$ cat src/rtl/register_file_pkg.sv
// register_file_pkg: shared CPU widths, index/word types and the hardwired-zero register index
package register_file_pkg;
  localparam int DATA_W = 24;
  localparam int REG_ADDR_W = 4;
  typedef logic [DATA_W-1:0] word_t;
  typedef logic [REG_ADDR_W-1:0] reg_idx_t;
  localparam reg_idx_t ZERO_REG = 4'd0;
endpackage

$ cat src/rtl/register_file.sv
// register_file: 16x24 GPRs, two combinational reads (RS/RT), one sync write (RD), R0 reads zero
module register_file
  import register_file_pkg::*;
#(
  parameter int DATA_W = register_file_pkg::DATA_W,
  parameter int ADDR_W = REG_ADDR_W,
  parameter int NUM_REGS = 16
) (
  input  logic              Clock,
  input  logic              Reset,
  input  logic [ADDR_W-1:0] RS,
  input  logic [ADDR_W-1:0] RT,
  input  logic [ADDR_W-1:0] RD,
  input  logic [DATA_W-1:0] WriteData,
  input  logic              RegWrite,
  output logic [DATA_W-1:0] ReadRS,
  output logic [DATA_W-1:0] ReadRT
);
  if (NUM_REGS != 2**ADDR_W) begin : g_bad_cfg
    $error("NUM_REGS must equal 2**ADDR_W");
  end
  logic [DATA_W-1:0] regs_q [NUM_REGS];
  logic [DATA_W-1:0] regs_d [NUM_REGS];
  always_comb begin
    regs_d = regs_q;
    if (RegWrite && RD != ADDR_W'(ZERO_REG)) regs_d[RD] = WriteData;
  end
  always_ff @(posedge Clock) begin
    if (Reset) regs_q <= '{default: '0};
    else regs_q <= regs_d;
  end
  // R0 is gated on the read side so it is zero even before the first reset
  assign ReadRS = (RS == ADDR_W'(ZERO_REG)) ? '0 : regs_q[RS];
  assign ReadRT = (RT == ADDR_W'(ZERO_REG)) ? '0 : regs_q[RT];
endmodule

$ cat config.mk
export PLATFORM = sky130hd
export DESIGN_NAME = register_file
export DESIGN_NICKNAME = d
export VERILOG_FILES = /design/src/rtl/register_file_pkg.sv /design/src/rtl/register_file.sv
export SDC_FILE = /design/constraint.sdc
export NUM_CORES = 1
export LEC_CHECK = 0
export CAP_MARGIN = 20
export CORE_ASPECT_RATIO = 1.1
export CORE_MARGIN = 2
export CORE_UTILIZATION = 41
export CTS_BUF_LIST = sky130_fd_sc_hd__clkbuf_8
export CTS_CLUSTER_DIAMETER = 120
export DETAILED_ROUTE_END_ITERATION = 8
export GPL_TIMING_DRIVEN = 1
export PLACE_DENSITY_LB_ADDON = 0.05
export SLEW_MARGIN = 0
export SYNTH_ARGS = -nofsm -noshare
export SYNTH_HDL_FRONTEND = slang
export SYNTH_SLANG_ARGS = --single-unit
$ cat constraint.sdc
create_clock -name Clock -period 1.95 [get_ports Clock]
set_input_delay 0.39 -clock Clock [delete_from_list [all_inputs] [get_ports Clock]]
set_output_delay 0.39 -clock Clock [all_outputs]
set_load 0.005 [all_outputs]
# After elaboration in Yosys (flattened, before gate mapping)
# Cells that the tools add are included.
# totals
regBits	384
wordCells	39
out_inout_bits	48
inputBits	39
# classes
order_cmp	4
bitwise_logic	3
mux	11
reduce_logical	5
# ops
cell	count
$bwmux 384	1
$bmux 24 s4	2
$mux 24	7
$demux 24 s4	1
$ge 5x5->1 const B	3
$not 4->5	3
$logic_not 4->1	2
$lt 5x1->1 const B	1
$reduce_bool 4->1	1
$logic_and 1x1->1	2

# Logic depth before layout (Yosys ltp)
# Gate-level depths: netlist of the first run.
# depth
word_depth	6
depth_mapped	7
mapped_depth_nobuf	4

# Least setup slack after synthesis of the first run
# OpenSTA, ideal clock, no wires.
# synth_path
path_type	input port to output port
startpoint	in RS[1]
endpoint	out ReadRS[15]
slack_ns	-0.023
n_path_buf	3
stages	7
required_time_ns	1.560
arrival_time_ns	1.583
path_cell_list	buf_2 -> buf_6 -> buf_4 -> mux2i_1 -> nor2_1 -> a2111oi_0 -> nor2_1
# synth_via
elab_chain_cells	5
# synth_rtl
element	line	source
from (decl)	register_file.sv:11	input logic [ADDR_W-1:0] RS,
$not 4->5 (not written as such)	register_file.sv:33	assign ReadRS = (RS == ADDR_W'(ZERO_REG)) ? '0 : regs_q[RS];
$bmux 24 s4	register_file.sv:33	
$mux 24 (not written as such) (2 in series)	register_file.sv:33	
$mux 24 *	register_file.sv:33	
to (decl)	register_file.sv:16	output logic [DATA_W-1:0] ReadRS,
# Mark *: on every way between the ends. The rest lies on a longest branch, timed or not. The select of a mux whose other input is x is not followed.

# Worst setup path in the final report of the first run
# layout_path
startpoint	reg regs_q[130] (netlist bit)
endpoint	out ReadRT[10]
# layout_via
elab_chain_cells	4
# layout_rtl
element	line	source
from (decl)	register_file.sv:22	logic [DATA_W-1:0] regs_q [NUM_REGS];
from (signal assigned)	register_file.sv:30	else regs_q <= regs_d;
$bmux 24 s4	register_file.sv:34	assign ReadRT = (RT == ADDR_W'(ZERO_REG)) ? '0 : regs_q[RT];
$mux 24 (not written as such) (2 in series)	register_file.sv:34	
$mux 24	register_file.sv:34	
to (decl)	register_file.sv:17	output logic [DATA_W-1:0] ReadRT
# Every way passes these cells. The select of a mux whose other input is x is not followed.

==> results of run 1 <==
==> report_power, final <==
part           switching, uW  internal (uW)  total, uW
combinational           1400           1150       2550
sequential              77.9           7460       7530
clock                   3270           4070       7340
total                   4750          12700      17400
==> worst max-delay path, stage by stage, from the launching register on <==
cell	delay, ps
dfxtp_2	320
buf_6	110
mux4_2	440
mux2_4	280
nand2_4	70
o31ai_4	60
buf_2	130
==> routing by layer <==
metal  share of wire (%)  up-vias
met5                   0        -
met4                 3.1        0
met3                 8.8      137
met2                  46      804
met1                  42     8542
li1                    -     8077
==> logic make-up after synthesis <==
kind of cell,Yosys count,synth area share (%)
multiplexers,240,20.3
flip-flops,360,40.2
AO/OA/AOI/OAI,502,15.7
AND/OR/NAND/NOR,873,18.9
buffers and inverters,200,4.92
==> how the worst min path moves through the flow <==
stage | from | to | depth (start not counted)
final | Reset | regs_q[121]$_SDFFE_PP0P_ | 2
after global routing | Reset | regs_q[122]$_SDFFE_PP0P_ | 2
after CTS | Reset | regs_q[170]$_SDFFE_PP0P_ | 2
after detailed placement | regs_q[67]$_SDFFE_PP0P_ | regs_q[67]$_SDFFE_PP0P_ | 2
after global placement | regs_q[90]$_SDFFE_PP0P_ | regs_q[90]$_SDFFE_PP0P_ | 2
after floorplan | regs_q[48]$_SDFFE_PP0P_ | regs_q[48]$_SDFFE_PP0P_ | 2
==> stage by stage <==
stage	worst slack, ps	instances	area (um2)	hold slack [ps]	utilization [%]
floorplan	-17.7	2175	17900	443	-
finish	-487	3036	24900	171	57.5
global route	-535	3036	24900	191	57.5
global placement	-1470	2889	21400	449	49.6
detailed placement	-1530	2889	21400	459	49.6
CTS	-530	3031	24300	136	56.1
==> synth_stat cells (all sizes together) <==
master | instances | area share [%]
nor3b | 1 | 0.042
clkbuf | 124 | 2.6
o22ai | 92 | 3.2
nand3 | 5 | 0.14
dfxtp | 360 | 40
nand2b | 8 | 0.28
nand2 | 735 | 15
nor2b | 8 | 0.28
o31ai | 2 | 0.084
buf | 76 | 2.3
or3 | 3 | 0.10
nor3 | 3 | 0.17
nor2 | 104 | 2.3
nand3b | 2 | 0.084
a2111oi | 46 | 2.2
and3 | 1 | 0.035
and3b | 2 | 0.098
mux2i | 138 | 7.7
a21oi | 360 | 10
mux2 | 4 | 0.25
a221oi | 2 | 0.098
or3b | 1 | 0.063
mux4 | 98 | 12
==> timing repair <==
action,4_1_cts,5_1_grt
pin swaps,110,63
buffers inserted,40,12
endpoints found under the setup margin,48,48
resized for setup,496,131
cloned,4,1
==> area by class of cell <==
cell class              instances  share of cell area (%)
clock buffers                  87                    4.81
clock inverters                21                   0.443
multi-input cells            1616                    46.1
flip-flops and latches        360                    29.4
repair buffers                378                    16.4
well taps                     574                    2.89
==> key figures, run 1 <==
Clocking
  – Worst-Skew Late Latency: 640 ps
  – Root Buffer: clkbuf_8
  – Max clock buf depth: 3
  – Clock slew at reported path FFs: 70 ps
  – Clk sinks: 360
  – TritonCTS clock tree: built
  – H-tree Lvls: 3
  – Hold buffer count at cts: 0
  – CTS buffer count: 66

Layout
  – Ant diodes: 0
  – Area of the multi-input gates: 11,500 um2
  – Most frequent cells in the layout: 733 x nand2_1, 360 x a21oi_1, 279 x dfxtp_1
  – Layout cells sized above 1: 32.6%
  – Area Overhead vs Synth: 38.7%
  – Fill cell count: 3,883
  – Max reg flops: 360
  – Top Registers: regs_q x360
  – Biggest register: regs_q
  – Nets: 2,461
  – FF/Latch Area: 7310 um2
  – Commonest non-fill, non-tap cell in the layout: nand2_1

STA
  – Max-slew violations: 0
  – Setup TNS: -17,530 ps
  – Worst Tran Pin Value: 493 ps
  – Endpoints failing hold: 0
  – Final worst path period need: 2440 ps
  – Final setup fails: 48
  – Final setup skew: 0 ps
  – Unrepaired setup endpoints after global routing: yes
  – Max Fclk: 410 MHz
  – Max-slew headroom: 67.1%
  – Crit share post-route: 125%
  – Post-route setup slack: -487 ps

Critical path
  – CP endpoint: ReadRT[10]
  – Peak fanout along the critical path: 2
  – Required time worst endpoint: 1560 ps
  – CP Launch Type: flip-flop
  – Worst EP arrival: 2050 ps
  – Reg2Reg Capture Point: regs_q[332]$_SDFFE_PP0P_
  – RR Startpoint: regs_q[332]$_SDFFE_PP0P_
  – Critical path class: reg -> out
  – CP endpoint kind: output port
  – Crit path from: regs_q[130]$_SDFFE_PP0P_
  – R2r setup slk: 1140 ps
  – FF-to-FF path depth: 2

Routing
  – Drt via density: 5.78
  – Via count: 17,600
  – First-pass DRT Iterations: 5
  – Routed wire length per instance: 23.7 um
  – Antenna viol nets, final: 0
  – DR iter-0 viols: 1,569
  – Routed wire length: 72,100 um
  – # DRC: 0

Die
  – Die Wd: 203 um
  – Rows: 80
  – Top Ports: 87
  – Core area: 43,200 um2
  – Starting Density: 41.5%
  – Vert. Die Dim: 223 um
  – Die area: 45,400 um2

GRT
  – Vias in the first global route: 17,000
  – Met1 Usage GRT: 42.4%
  – Largest net degree at the start of global routing: 54
  – GR Layer Usage met2: 50.0%
  – Busiest metal layer after global routing: met2
  – Initial antenna violation count: 0
  – Total GRT Usage: 31.5%
  – First-pass GRT wire length: 107,000 um
  – Grt met3 use: 6.02%
  – Grt total ovfl: 0

Yosys
  – Yosys reg bits: 360
  – Mapped Nets: 2,214
  – Seq/Total Area, Yosys: 40.2%
  – Synth cell types: 28
  – Avg Cell Area, Syn: 8.25 um2
  – Post-Syn Instances: 2,175
  – Mapped Area: 17,900 um2
  – Synth Warn #: 0

Pwr
  – P_leak: 0.00879 uW
  – Peak VDD IR: 0.000405 V
  – PD cells: 700 nW/um2
  – Total chip power: 17,400 uW

Status
  – Outcome: finished, violations left
  – Failing checks: negative setup slack

Placement
  – Gpl congestion: 0.882
  – Hpwl dp: 45,400 um
  – Port bufs: 86

Worst hold path
  – Hold WC Path Type: in -> reg

Flow run
  – Max cap viols: 0
(Power assumes the default switching activity.)
==> run 2: changes to the inputs <==
- CTS_CLUSTER_SIZE: default -> 40
==> run 2 against run 1 <==
  * The flow still finishes with violations (negative setup slack)
  * Clock power shrank 57%
  * Via count down 1.4%
  * Utilization decreased by 1.9 points
  * Die area unchanged
  * Sequential share of layout area increased by 1.2 points
  * Routed wire length fell by 2.2%
  * Sequential power about the same
  * Register-to-register slack about the same
  * Global-route usage is 0.92 points lower
==> key figures, run 2 (synthesis results as in run 1) <==
Clocking
  – Hold buffer count at cts: 0 (unchanged)
  – Root Buffer: clkbuf_8
  – Clock slew at reported path FFs: 260 ps (+190 ps)
  – Worst-Skew Late Latency: 630 ps (about the same)
  – H-tree Lvls: 1 (-2)
  – Clk sinks: 360 (unchanged)
  – Max clock buf depth: 3 (unchanged)
  – TritonCTS clock tree: built
  – CTS buffer count: 13 (-80%)

Routing
  – # DRC: 0 (unchanged)
  – First-pass DRT Iterations: 7 (+2)
  – Via count: 17,300 (-1.4%)
  – DR WL met2: 33,000 um (-1.3%)
  – Routed wire length per instance: 23.6 um (-0.75%)
  – Top Metal Used: met4
  – M1 WL: 30,400 um (+1.0%)
  – Drt via density: 5.79 (about the same)
  – Routed wire length: 70,500 um (-2.2%)
  – DR iter-0 viols: 1,555 (-0.89%)
  – Met3 wire length: 5440 um (-14%)
  – Antenna viol nets, final: 0 (unchanged)

Critical path
  – Worst EP arrival: 2120 ps (+70 ps)
  – CP endpoint kind: output port
  – Critical path class: reg -> out
  – Peak fanout along the critical path: 2 (unchanged)
  – Required time worst endpoint: 1560 ps (about the same)
  – CP Launch Type: flip-flop

Layout
  – Fill cell count: 3,985 (+2.6%)
  – Nets: 2,454 (-0.28%)
  – Most frequent cells in the layout: 733 x nand2_1, 360 x a21oi_1, 237 x dfxtp_1
  – Commonest non-fill, non-tap cell in the layout: nand2_1
  – Util after Layout: 55.6% (-1.9 points)
  – Layout cells sized above 1: 33.3% (+0.70 points)
  – Top Registers: regs_q x360
  – Ant diodes: 0 (unchanged)
  – Max reg flops: 360 (unchanged)
  – Biggest register: regs_q
  – FF/Latch Area: 7370 um2 (+0.79%)
  – Area of the multi-input gates: 11,200 um2 (-2.0%)
  – Area Overhead vs Synth: 34.1%

Placement
  – Place WS: -1530 ps (unchanged)
  – Port bufs: 86 (unchanged)
  – Hpwl dp: 45,400 um (unchanged)
  – Gpl congestion: 0.882 (unchanged)

Status
  – Outcome: finished, violations left
  – Failing checks: negative setup slack

STA
  – Crit share post-route: 129% (+3.7 points)
  – Endpoints failing hold: 0 (unchanged)
  – Final setup skew: 0 ps (unchanged)
  – Max-slew violations: 0 (unchanged)
  – Final worst path period need: 2510 ps (+72.3 ps)
  – Final hold slack: 133 ps (-37.7 ps)
  – Worst Tran Pin Value: 493 ps (-0.0322 ps)
  – Max-slew headroom: 67.1% (about the same)
  – Final setup fails: 48 (unchanged)
  – Post-route setup slack: -559 ps (-72.3 ps)
  – Max Fclk: 399 MHz (-2.9%)
  – Unrepaired setup endpoints after global routing: yes

Die
  – Vert. Die Dim: 223 um (unchanged)
  – Top Ports: 87 (unchanged)
  – Core area: 43,200 um2 (unchanged)
  – Starting Density: 41.5% (unchanged)
  – Die Wd: 203 um (unchanged)
  – Die area: 45,400 um2 (unchanged)
  – Rows: 80 (unchanged)

Worst hold path
  – Hold WC Path Type: in -> reg

Pwr
  – P_leak: 0.00842 uW (-4.2%)
  – Peak VDD IR: 0.000504 V (+24%)
  – PD cells: 550 nW/um2 (-22%)

GRT
  – Total GRT Usage: 30.5% (-0.92 points)
  – Initial antenna violation count: 0 (unchanged)
  – Grt total ovfl: 0 (unchanged)
  – Largest net degree at the start of global routing: 54 (unchanged)
  – First-pass GRT wire length: 105,000 um (-1.7%)
  – Vias in the first global route: 16,700 (-2.0%)

Flow run
  – Max cap viols: 0 (unchanged)
-- run 2: through the flow --
stage / area, um2 / total power, uW / setup TNS, ps / cells
6_report: 24100 / 13200 / -19690 / 2993
5_1_grt: 24100 / 13600 / -22890 / 2993
4_1_cts: 23500 / 13100 / -21240 / 2980
3_5_place_dp: 21400 / 9800 / -95920 / 2889
3_3_place_gp: 21400 / 9790 / -92090 / 2889
2_1_floorplan: 17900 / 8600 / -496 / 2175
-- run 2: final timing paths --
path	startpoint	cells past startpoint	slack, ps	end
max	regs_q[13]$_SDFFE_PP0P_	6	-560	ReadRS[13]
min	Reset	2	130	regs_q[122]$_SDFFE_PP0P_
max reg2reg	regs_q[335]$_SDFFE_PP0P_	2	1140	regs_q[335]$_SDFFE_PP0P_
min reg2reg	regs_q[8]$_SDFFE_PP0P_	2	480	regs_q[8]$_SDFFE_PP0P_
-- run 2: report_power, final --
group	switching (uW)	internal, uW	total [uW]	leakage (uW)
registers	74.1	7470	7540	0.00297
clock network	2470	683	3150	0.000124
logic	1380	1140	2520	0.00533
-- run 2: worst max-delay path, cell delays in order (launching register included) --
cell and delay (ps):
dfxtp_2 380, buf_6 110, mux4_2 460, o22ai_1 180
buf_4 180, nor2_2 40, buf_2 140
-- run 2: layout make-up --
| class | count | area share, % |
|---|---|---|
| Clock buffer | 13 | 0.744 |
| Tap cell | 574 | 2.99 |
| Clock inverter | 6 | 0.224 |
| Timing Repair Buffer | 425 | 18.7 |
| Multi-Input combinational cell | 1615 | 46.7 |
| Sequential cell | 360 | 30.6 |
-- run 2: routing by layer --
metal | track usage [%] | vias to the layer above
met3 | 4.67 | 108
li1 | - | 8026
met2 | 49.5 | 646
met5 | 0 | -
met4 | 8.29 | 0
met1 | 42.4 | 8539
-- run 2: repair_timing --
item | in CTS | in global routing
endpoints found under the setup margin | 48 | 48
setup buffers | 78 | 15
gates cloned | 3 | 1
resized for setup | 559 | 108
pin swaps | 104 | 62
